## src/rtl/mem_port_arbiter_pkg.sv

```systemverilog
// Shared definitions for the RAM port arbiter: FSM state encoding and
// requester grant identifiers.
package mem_port_arbiter_pkg;

    typedef enum logic [1:0] {
        ARB_IDLE   = 2'd0,
        ARB_ACCESS = 2'd1,
        ARB_RESP   = 2'd2
    } arb_state_e;

    localparam logic GNT_IF = 1'b0;
    localparam logic GNT_LS = 1'b1;

endpackage

```

## src/rtl/mem_port_arbiter_chk.sv

```systemverilog
// Simulation checker for the requester handshake: the granted requester
// must keep req high for the whole RAM access.
module mem_port_arbiter_chk
    import mem_port_arbiter_pkg::*;
(
    input  logic clk,
    input  logic rst_n,
    input  logic in_access,
    input  logic cur_gnt,
    input  logic if_req,
    input  logic ls_req
);

    a_req_held_during_access: assert property (
        @(posedge clk) disable iff (!rst_n)
        in_access |-> ((cur_gnt == GNT_IF) ? if_req : ls_req)
    );

endmodule

```

## src/rtl/mem_port_arbiter_rr_arb2.sv

```systemverilog
// Two-requester round-robin picker. Purely combinational so it can sit in
// front of any shared resource whose owner keeps the last_gnt history.
// req[0] is the GNT_IF requester, req[1] the GNT_LS requester.
module rr_arb2
    import mem_port_arbiter_pkg::*;
(
    input  logic [1:0] req,
    input  logic       last_gnt,
    output logic       gnt_valid,
    output logic       gnt_id
);

    // Single requester wins outright; on a tie the one not granted last wins.
    always_comb begin
        gnt_valid = 1'b0;
        gnt_id    = GNT_IF;
        case (req)
            2'b01: begin
                gnt_valid = 1'b1;
                gnt_id    = GNT_IF;
            end
            2'b10: begin
                gnt_valid = 1'b1;
                gnt_id    = GNT_LS;
            end
            2'b11: begin
                gnt_valid = 1'b1;
                gnt_id    = ~last_gnt;
            end
            default: begin
                gnt_valid = 1'b0;
                gnt_id    = GNT_IF;
            end
        endcase
    end

endmodule

```

## src/rtl/mem_port_arbiter.sv

```systemverilog
// Single-port RAM arbiter between instruction fetch (IF) and load/store (LS).
// Each access: grant in IDLE, hold ram_cs for RAM_LAT cycles in ACCESS,
// pulse the winner's ack in RESP. All outputs come straight from flops.
module mem_port_arbiter
    import mem_port_arbiter_pkg::*;
#(
    parameter int ADDR_W  = 32,
    parameter int DATA_W  = 32,
    parameter int RAM_LAT = 1
) (
    input  logic              clk,
    input  logic              rst_n,
    input  logic              if_req,
    input  logic [ADDR_W-1:0] if_addr,
    output logic              if_ack,
    output logic [DATA_W-1:0] if_rdata,
    input  logic              ls_req,
    input  logic              ls_we,
    input  logic [ADDR_W-1:0] ls_addr,
    input  logic [DATA_W-1:0] ls_wdata,
    output logic              ls_ack,
    output logic [DATA_W-1:0] ls_rdata,
    output logic              ram_cs,
    output logic              ram_we,
    output logic              ram_oe,
    output logic [ADDR_W-1:0] ram_addr,
    output logic [DATA_W-1:0] ram_wdata,
    input  logic [DATA_W-1:0] ram_rdata,
    output logic              busy
);

    localparam int CNT_W = ($clog2(RAM_LAT + 1) > 1) ? $clog2(RAM_LAT + 1) : 1;
    localparam logic [CNT_W-1:0] LAT_INIT = CNT_W'(RAM_LAT - 1);
    localparam logic [CNT_W-1:0] CNT_ONE  = CNT_W'(1);

    generate
        if (RAM_LAT < 1) begin : g_bad_lat
            $error("mem_port_arbiter: RAM_LAT must be at least 1");
        end
    endgenerate

    arb_state_e        state_r;
    logic [CNT_W-1:0]  lat_cnt_r;
    logic              cur_gnt_r;
    logic              last_gnt_r;
    logic              if_ack_r;
    logic              ls_ack_r;
    logic [DATA_W-1:0] if_rdata_r;
    logic [DATA_W-1:0] ls_rdata_r;
    logic              ram_cs_r;
    logic              ram_we_r;
    logic              ram_oe_r;
    logic [ADDR_W-1:0] ram_addr_r;
    logic [DATA_W-1:0] ram_wdata_r;
    logic              busy_r;

    logic              gnt_valid_s;
    logic              gnt_id_s;
    logic [ADDR_W-1:0] sel_addr_s;
    logic              sel_we_s;
    logic [DATA_W-1:0] sel_wdata_s;

    rr_arb2 u_rr_arb2 (
        .req       ({ls_req, if_req}),
        .last_gnt  (last_gnt_r),
        .gnt_valid (gnt_valid_s),
        .gnt_id    (gnt_id_s)
    );

    // Route the winning requester's command; fetches are always reads and
    // leave the write-data register untouched.
    always_comb begin
        sel_addr_s  = if_addr;
        sel_we_s    = 1'b0;
        sel_wdata_s = ram_wdata_r;
        if (gnt_id_s == GNT_LS) begin
            sel_addr_s  = ls_addr;
            sel_we_s    = ls_we;
            sel_wdata_s = ls_wdata;
        end else begin
            sel_addr_s  = if_addr;
            sel_we_s    = 1'b0;
            sel_wdata_s = ram_wdata_r;
        end
    end

    // Arbiter FSM with latency counter and all registered outputs.
    always_ff @(posedge clk or negedge rst_n) begin
        if (!rst_n) begin
            state_r     <= ARB_IDLE;
            lat_cnt_r   <= {CNT_W{1'b0}};
            cur_gnt_r   <= GNT_IF;
            last_gnt_r  <= GNT_LS;
            if_ack_r    <= 1'b0;
            ls_ack_r    <= 1'b0;
            if_rdata_r  <= {DATA_W{1'b0}};
            ls_rdata_r  <= {DATA_W{1'b0}};
            ram_cs_r    <= 1'b0;
            ram_we_r    <= 1'b0;
            ram_oe_r    <= 1'b0;
            ram_addr_r  <= {ADDR_W{1'b0}};
            ram_wdata_r <= {DATA_W{1'b0}};
            busy_r      <= 1'b0;
        end else begin
            case (state_r)
                ARB_IDLE: begin
                    if_ack_r <= 1'b0;
                    ls_ack_r <= 1'b0;
                    if (gnt_valid_s) begin
                        state_r     <= ARB_ACCESS;
                        cur_gnt_r   <= gnt_id_s;
                        last_gnt_r  <= gnt_id_s;
                        lat_cnt_r   <= LAT_INIT;
                        ram_cs_r    <= 1'b1;
                        ram_we_r    <= sel_we_s;
                        ram_oe_r    <= ~sel_we_s;
                        ram_addr_r  <= sel_addr_s;
                        ram_wdata_r <= sel_wdata_s;
                        busy_r      <= 1'b1;
                    end else begin
                        ram_cs_r <= 1'b0;
                        ram_we_r <= 1'b0;
                        ram_oe_r <= 1'b0;
                        busy_r   <= 1'b0;
                    end
                end
                ARB_ACCESS: begin
                    if (lat_cnt_r == {CNT_W{1'b0}}) begin
                        state_r  <= ARB_RESP;
                        ram_cs_r <= 1'b0;
                        ram_we_r <= 1'b0;
                        ram_oe_r <= 1'b0;
                        if (cur_gnt_r == GNT_IF) begin
                            if_rdata_r <= ram_rdata;
                            if_ack_r   <= 1'b1;
                        end else begin
                            ls_ack_r <= 1'b1;
                            if (!ram_we_r) begin
                                ls_rdata_r <= ram_rdata;
                            end else begin
                                ls_rdata_r <= ls_rdata_r;
                            end
                        end
                    end else begin
                        lat_cnt_r <= lat_cnt_r - CNT_ONE;
                    end
                end
                ARB_RESP: begin
                    state_r  <= ARB_IDLE;
                    if_ack_r <= 1'b0;
                    ls_ack_r <= 1'b0;
                    busy_r   <= 1'b0;
                end
                default: begin
                    state_r  <= ARB_IDLE;
                    if_ack_r <= 1'b0;
                    ls_ack_r <= 1'b0;
                    ram_cs_r <= 1'b0;
                    ram_we_r <= 1'b0;
                    ram_oe_r <= 1'b0;
                    busy_r   <= 1'b0;
                end
            endcase
        end
    end

    assign if_ack    = if_ack_r;
    assign ls_ack    = ls_ack_r;
    assign if_rdata  = if_rdata_r;
    assign ls_rdata  = ls_rdata_r;
    assign ram_cs    = ram_cs_r;
    assign ram_we    = ram_we_r;
    assign ram_oe    = ram_oe_r;
    assign ram_addr  = ram_addr_r;
    assign ram_wdata = ram_wdata_r;
    assign busy      = busy_r;

    mem_port_arbiter_chk u_chk (
        .clk       (clk),
        .rst_n     (rst_n),
        .in_access (state_r == ARB_ACCESS),
        .cur_gnt   (cur_gnt_r),
        .if_req    (if_req),
        .ls_req    (ls_req)
    );

endmodule

```

## config.mk

```make
export PLATFORM = sky130hd
export DESIGN_NAME = mem_port_arbiter
export DESIGN_NICKNAME = d
export VERILOG_FILES = /design/src/rtl/mem_port_arbiter_pkg.sv /design/src/rtl/mem_port_arbiter_chk.sv /design/src/rtl/mem_port_arbiter_rr_arb2.sv /design/src/rtl/mem_port_arbiter.sv
export SDC_FILE = /design/constraint.sdc
export NUM_CORES = 1
export LEC_CHECK = 0
export CAP_MARGIN = 20
export CORE_MARGIN = 4
export CORE_UTILIZATION = 30
export CTS_CLUSTER_SIZE = 12
export DETAILED_ROUTE_END_ITERATION = 7
export PLACE_DENSITY_LB_ADDON = 0.2
export REMOVE_ABC_BUFFERS = 1
export SYNTH_ARGS = -nofsm -noshare
export SYNTH_HDL_FRONTEND = slang
export SYNTH_SLANG_ARGS = --single-unit
export TNS_END_PERCENT = 10
```

## constraint.sdc

```tcl
create_clock -name clk -period 1.7 [get_ports clk]
set_input_delay 0.425 -clock clk [delete_from_list [all_inputs] [get_ports clk]]
set_output_delay 0.425 -clock clk [all_outputs]
set_load 0.005 [all_outputs]
```

Word-level counts from Yosys, hierarchy flattened
Cells that the tools add are included.
Widths: inputs -> output; s select.
{ "totals": {"regBits": 139, "out_inout_bits": 134} }
{ "classes": {"addsub": 1, "n_eq_ne": 9, "muxes": 24, "bitwise": 6, "n_reduce_logical": 12} }
{ "op_table": {"columns": ["op", "count"], "rows": [
  ["$mux 32", 1],
  ["$mux 1", 14],
  ["$reduce_and 2->1", 6],
  ["$pmux 1 s3", 3],
  ["$ne 2x2->1 const B", 4],
  ["$eq 2x2->1 const B", 3],
  ["$not 1->1", 6],
  ["$pmux 1 s2", 3],
  ["$reduce_and 3->1", 2],
  ["$eq 2x1->1 const B", 2],
  ["$mux 2", 2],
  ["$pmux 2 s2", 1],
  ["$reduce_and 4->1", 1],
  ["$reduce_or 3->1", 1],
  ["$logic_not 2->1", 1],
  ["$reduce_bool 2->1", 1],
  ["$sub 1x1->1 const B", 1]
]} }

Longest topological paths before layout
Gate-level depths: netlist of run 1.
{ "depth": {"ltp_word": 6, "depth_mapped": 5, "depth_no_buf": 4} }

Cells and area by module
From an unflattened synthesis of run 1, not the netlist that was laid out.
{ "unflattened": {"hier_cells": 377, "area_unflattened_um2": 5535.3} }
{ "by_module_without_submodules": {"columns": ["mod", "n_inst", "cells_per_inst", "area_per_inst_um2", "seq_area_each_um2"], "rows": [
  ["mem_port_arbiter", 1, 375, 5521.5, 3454.6],
  ["rr_arb2", 1, 2, 13.8, 0.0]
]} }

Worst setup path after synthesis of run 1
No wires, ideal clock.
{ "synth_path": {"kind": "in2reg", "from": "input port ls_req", "to": "register ram_wdata_r[10] (netlist: ram_wdata[10])", "arrival_time_ns": 1.535, "slack_ns": 0.040, "cell_stages": 5, "n_path_buf": 2, "path_cell_list": "a21bo_2 -> buf_6 -> nor3_4 -> buf_6 -> mux2_2"} }
{ "synth_via": {"elab_chain_cells": 4} }
{ "synth_rtl": {"columns": ["item", "line_no", "text"], "rows": [
  ["from (decl)", "mem_port_arbiter.sv:17", "input logic ls_req,"],
  ["$eq 2x1->1 / $eq 2x2->1 (equally long branches)", "mem_port_arbiter_rr_arb2.sv:17", "case (req)"],
  ["$reduce_or 3->1 (no source line)", null, null],
  ["$mux 1", "mem_port_arbiter_rr_arb2.sv:17", null],
  ["$reduce_and 3->1 (no source line) (*)", null, null],
  ["to (signal assigned)", "mem_port_arbiter.sv:102", "ram_wdata_r <= {DATA_W{1'b0}};"],
  ["to (signal assigned)", "mem_port_arbiter.sv:118", "ram_wdata_r <= sel_wdata_s;"],
  ["to (decl)", "mem_port_arbiter.sv:54", "logic [DATA_W-1:0] ram_wdata_r;"]
]} }
Every way passes the cells marked *; elsewhere a longest branch is shown, timed or not.
A chain may end at the register's enable or synchronous reset.

Worst setup path in the final report of run 1
{ "layout_path": {"from": "register last_gnt_r", "to": "register ram_addr_r[18] (netlist: ram_addr[18])"} }
{ "layout_via": {"elab_chain_cells": 3} }
{ "layout_rtl": {"columns": ["item", "line_no", "text"], "rows": [
  ["from (decl)", "mem_port_arbiter.sv:45", "logic last_gnt_r;"],
  ["from (signal assigned)", "mem_port_arbiter.sv:112", "last_gnt_r <= gnt_id_s;"],
  ["$not 1->1", "mem_port_arbiter_rr_arb2.sv:28", "gnt_id = ~last_gnt;"],
  ["$pmux 1 s2", "mem_port_arbiter_rr_arb2.sv:17", null],
  ["$mux 32", "mem_port_arbiter.sv:76", "if (gnt_id_s == GNT_LS) begin"],
  ["to (signal assigned)", "mem_port_arbiter.sv:101", "ram_addr_r <= {ADDR_W{1'b0}};"],
  ["to (signal assigned)", "mem_port_arbiter.sv:117", "ram_addr_r <= sel_addr_s;"],
  ["to (decl)", "mem_port_arbiter.sv:53", "logic [ADDR_W-1:0] ram_addr_r;"]
]} }
No other way between the ends.

==> run_results.csv, run 1 <==
group,metric,value,unit
grt,overflow,0,
placed_design,placed_area,0.008627,mm^2
synthesis,ys_warn_count,0,
placed_design,place_congestion,0.7126,
setup_path,crit_type,"flop to flop",
setup_path,worstPathMaxFanout,32,
floorplan,die_h,144.3,um
placed_design,port_buffers,266,
setup_path,crit_family,"multiplexers",
setup_path,path_cells,"a21bo_4 -> buf_12 -> mux2_2 -> mux2_2",
synthesis,ys_types,23,
route,vias_per_cell,4.473,
floorplan,ios,267,
grt,grt_pass1_vias,4305,
cells_and_area,final_cell_mix,"mux2_2 (150), dfrtp_1 (137), clkdlybuf4s50_1 (129)",
timing,fin_crit,1.691,ns
placed_design,hpwl,11170,um
timing,holdWs,0.3768,ns
power,p_per_area,1760,mW/mm^2
timing,hold_violations,0,
cells_and_area,drive_gt1_share,33.12,%
timing,drv_slew,0,
cells_and_area,diodes,0,
floorplan,core-area,0.01815,mm^2
route,vias,3860,
clock_tree,post-cts-setup-buffer-count,0,
route,ant_nets,0,
setup_path,path_common_cell,"mux2_2",
route,drc,0,
synthesis,synth_area_per_cell,16.50,um^2
clock_tree,cts_tree,"built",
floorplan,die_w,144.3,um
setup_path,startpoint_type,"flop",
power,p_leak,4.078,nW
route,routed_wl,15200,um
floorplan,start_util,30.73,%
timing,period_share,99.46,%
synthesis,ys_seq_elements,138,
timing,rsz0062_at_grt,"true",
setup_path,worstPathArrival,1.98,ns
clock_tree,clk_pin_slew,0.06,ns
clock_tree,clock_latency,0.41,ns
grt,antenna_found_initial,0,
clock_tree,htree_levels,4,
cells_and_area,final_common_cell,"mux2_2",
clock_tree,cts_root_buf,"clkbuf_16",
setup_path,worst-path-buf-inv,1,
cells_and_area,area_growth,63.29,%
route,wl_per_cell,17.62,um
timing,finalSetupViolCount,0,
clock_tree,numCtsBuffers,17,
timing,fmax,0.5915,GHz
timing,worst_pin_slew,0.3820,ns
timing,relSlewSlack,74.53,%
setup_path,critPathMaxStageDelay,0.55,ns
synthesis,synth_top_area_share,61.48,%
cells_and_area,final_area,0.009106,mm^2
outcome,status,"finished, final reports clean",
power,vdd_ir_drop_max,882.6,uV
timing,fin_setup_tns,0,ns
floorplan,dieArea,0.02083,mm^2
synthesis,netlist_area,0.005577,mm^2
setup_path,end_kind,"flop",
grt,grt_pass1_wl,23230,um
cells_and_area,fillers,1599,
route,drt-pass1-iter-count,3,
clock_tree,cts_num_sinks,138,
synthesis,netlist_instances,338,
clock_tree,clk_path_buf_depth,2,
timing,finClkSkew,0.006543,ns
route,drt_iter0_drc,112,
cells_and_area,nets,756,
setup_path,cp_slowest_cell,"dfstp_2",
floorplan,rows,49,
grt,grt_use_total,14.45,%
synthesis,ys_seq_area_share,61.95,%
synthesis,yosysTopAreaCell,"dfrtp_1",
run,max_cap_violations,0,
power,power,16.03,mW
synthesis,synth_area_leaders,"dfrtp_1 (61%), mux2_2 (30%), mux2_4 (2.2%), buf_6 (1.4%), buf_4 (0.81%)",
hold_path,hold_class,"input port to flop",
setup_path,required,1.99,ns
grt,grt_max_degree,37,
==> worst paths after layout <==
check | startpoint | end | slack, ns | depth (start not counted)
max | last_gnt_r | ram_addr[18] | 0.009 | 4
min | ls_req | state_r[0] | 0.38 | 3
max reg2reg | last_gnt_r | ram_addr[18] | 0.009 | 4
min reg2reg | busy | busy | 0.47 | 2
max in group asynchronous | rst_n | ram_addr[24] | 0.68 | 3
min in group asynchronous | rst_n | ls_rdata[14] | 0.48 | 2
==> through the flow <==
step / cells / util (%) / setup WS, ns
global route: 863 / 50.18 / -0.02917
floorplan: 322 / - / -0.8369
finish: 863 / 50.18 / 0.009245
detailed placement: 832 / 47.54 / -0.4651
global placement: 832 / 47.54 / -0.4299
CTS: 863 / 50.06 / 0.0002625
==> cells by family after synthesis <==
logic type / Yosys count / share of synthesized area (%)
AND/OR/NAND/NOR: 13 / 1.346
flip-flops: 138 / 61.95
buffers and inverters: 19 / 2.692
multiplexers: 160 / 32.85
AO/OA/AOI/OAI: 8 / 1.167
==> layout make-up <==
| type | instances | area [um^2] | area share (%) |
|---|---|---|---|
| sequential | 138 | 3455 | 37.94 |
| clock buffer | 19 | 452.9 | 4.974 |
| timing repair buffer | 282 | 2763 | 30.34 |
| tap | 229 | 286.5 | 3.146 |
| multi-input combinational | 181 | 1992 | 21.87 |
| inverter | 3 | 11.26 | 0.1237 |
| clock inverter | 11 | 146.4 | 1.608 |
==> cell usage after synthesis (all sizes together) <==
library cell and instances:
nand2 5, buf 16, nand2b 1, dfrtp 137, a21o 2, mux2 160
clkinv 1, o21ai 1, dfstp 1, nor2 4, a21boi 1, nor3 1
nor2b 1, a21oi 1, inv 2, nor3b 1, a21bo 1, a32o 1
a22o 1
==> metal layers <==
metal | GRT usage (%) | vias up | wire [um]
met2 | 24.99 | 152 | 7800
met5 | 0 | - | 0
li1 | - | 1783 | -
met4 | 5.989 | 0 | 299
met3 | 5.556 | 20 | 1285
met1 | 15.89 | 1905 | 5819
==> where the power goes <==
part	leakage, nW	internal, mW	switching, mW
logic	2.16	4.09	2.37
clock network	0.291	2.37	1.38
registers	1.63	5.00	0.819
==> state kept, by name (all words and copies together), names as in the netlist <==
register and flops:
if_rdata 32, ram_wdata 32, ram_we 1, ram_cs 1
if_ack 1, busy 1, cur_gnt_r 1, ram_addr 32
last_gnt_r 1, ls_ack 1, ls_rdata 32, ram_oe 1
state_r 2
==> worst min-delay path, stage by stage <==
cell	delay (ns)
dlymetal6s2s_1	0.16
o21ai_2	0.08
clkinv_1	0.08
==> timing repair <==
item,CTS,global route
resized for setup,128,9
hold buffers,1,0
cloned,0,0
setup endpoints to repair,148,61
endpoints found under the hold margin,30,0
No activity file was read; power rests on OpenSTA's default activity.
==> run 2: changes to the inputs <==
--- a/config.mk
+++ b/config.mk
@@ -7,7 +7,7 @@
 export LEC_CHECK = 0
 export CAP_MARGIN = 20
 export CORE_MARGIN = 4
-export CORE_UTILIZATION = 30
+export CORE_UTILIZATION = 37
 export CTS_CLUSTER_SIZE = 12
 export DETAILED_ROUTE_END_ITERATION = 7
 export PLACE_DENSITY_LB_ADDON = 0.2
==> run 2 against run 1 <==
Net effect: wire length shrank 4.0%; global-route usage increased by 2.3 points; setup slack better by 0.052 ns; register-to-register slack better by 0.05 ns; die area is 18% lower; sequential share of layout area fell by 0.26 points; flip-flop and latch count is the same; first-iteration DRC count is 40% lower; clock power increased by 5.9%; clock skew down 0.0019 ns; critical path depth unchanged; critical path type unchanged.
==> run_results.csv, run 2 (same netlist as run 1, synthesis figures left out) <==
group,metric,value,unit
setup_path,worstPathMaxFanout,16,
setup_path,required,1.99,ns
clock_tree,cts_tree,"built",
hold_path,hold_class,"input port to asynchronous set/reset pin",
timing,hold_violations,0,
clock_tree,cts_root_buf,"clkbuf_16",
cells_and_area,fillers,1165,
grt,grt_use_total,16.79,%
timing,drv_slew,0,
clock_tree,htree_levels,4,
grt,overflow,0,
cells_and_area,final_area,0.009170,mm^2
cells_and_area,area_growth,64.44,%
run,max_cap_violations,0,
timing,fin_setup_tns,0,ns
floorplan,start_util,38.08,%
timing,finClkSkew,0.004618,ns
power,p_per_area,1782,mW/mm^2
setup_path,startpoint,"last_gnt_r",
grt,antenna_found_initial,1,
placed_design,placed_area,0.008606,mm^2
timing,rsz0062_at_grt,"false",
setup_path,crit_type,"flop to flop",
placed_design,place_congestion,0.7190,
clock_tree,numCtsBuffers,17,
route,drt-pass1-iter-count,4,
route,wl_per_cell,17.70,um
floorplan,die_w,130.8,um
floorplan,ios,267,
clock_tree,cts_num_sinks,138,
timing,fmax,0.6103,GHz
clock_tree,clk_path_buf_depth,2,
floorplan,rows,44,
floorplan,dieArea,0.01710,mm^2
timing,period_share,96.38,%
floorplan,core-area,0.01464,mm^2
timing,relSlewSlack,80.59,%
route,ant_nets,0,
cells_and_area,area.sequential,0.003455,mm^2
setup_path,rr_startpoint,"last_gnt_r",
cells_and_area,final_common_cell,"mux2_2",
route,drt_iter0_drc,67,
route,routed_wl,14600,um
clock_tree,clock_latency,0.40,ns
setup_path,r2r_slack,0.06,ns
cells_and_area,drive_gt1_share,33.75,%
placed_design,hpwl,11130,um
setup_path,startpoint_type,"flop",
timing,fin_crit,1.638,ns
grt,grt_max_degree,42,
cells_and_area,final_cell_mix,"mux2_2 (150), dfrtp_1 (137), clkdlybuf4s50_1 (130)",
placed_design,port_buffers,266,
route,drc,0,
grt,grt_pass1_vias,4237,
route,vias_per_cell,4.704,
route,vias,3881,
timing,finalSetupViolCount,0,
floorplan,die_h,130.8,um
power,p_leak,4.172,nW
outcome,status,"finished, final reports clean",
setup_path,worstPathArrival,1.93,ns
power,vdd_ir_drop_max,1007,uV
timing,worst_pin_slew,0.2885,ns
clock_tree,clk_pin_slew,0.06,ns
cells_and_area,nets,760,
grt,grt_pass1_wl,21940,um
setup_path,end_kind,"flop",
cells_and_area,multi_input_area,0.001992,mm^2
## run 2: worst max-delay path: stages, from the launching register on
cell and delay (ns):
dfstp_2 0.55, a21bo_4 0.18, buf_12 0.16, mux2_2 0.35, mux2_2 0.26
## run 2: cell type report
class / instances / area share (%)
Inverter: 3 / 0.1228
Timing Repair Buffer: 286 / 30.85
Tap cell: 184 / 2.511
Clock buffer: 20 / 5.089
Clock inverter: 12 / 2.006
Sequential cell: 138 / 37.67
Multi-Input combinational cell: 181 / 21.72
Antenna cell: 1 / 0.02729
## run 2: power breakdown
part | internal, mW | switching [mW]
clock | 2.59 | 1.37
combinational | 4.18 | 2.37
sequential | 5.00 | 0.815
total | 11.8 | 4.56
## run 2: repair_timing
action                                  in CTS  in global routing
setup buffers                                1                  0
endpoints found under the setup margin     123                 33
hold endpoints to repair                    19                  0
hold buffers                                 1                  0
resized for setup                          121                 15
## run 2: final timing paths
| check | endpoint | cells after the start |
|---|---|---|
| setup / recovery | ram_addr[25] | 4 |
| hold / removal | ls_rdata[25] | 2 |
| setup reg to reg | ram_addr[25] | 4 |
| hold reg to reg | busy | 2 |
| max in group asynchronous | last_gnt_r | 3 |
| min in group clk | busy | 2 |
## run 2: through the flow
step | util, % | power, mW | setup WS [ns] | cells | hold WS, ns
after detailed placement | 58.77 | 13.69 | -0.4360 | 790 | 0.2922
final | 62.62 | 16.34 | 0.06150 | 825 | 0.4393
after global routing | 62.62 | 17.37 | 0.01737 | 825 | 0.4513
after global placement | 58.77 | 13.44 | -0.3650 | 790 | 0.2935
after CTS | 62.35 | 16.69 | 0.00006728 | 824 | 0.4261
after floorplan | - | 8.808 | -0.8369 | 322 | 0.1294
## run 2: layer usage
| layer | global-route usage [%] | share of wire, % | vias up |
|---|---|---|---|
| met5 | 0 | 0 | - |
| met4 | 6.776 | 2.2 | 0 |
| met3 | 5.854 | 8.3 | 22 |
| met2 | 29.06 | 51 | 156 |
| met1 | 18.98 | 38 | 1915 |
| li1 | - | - | 1788 |
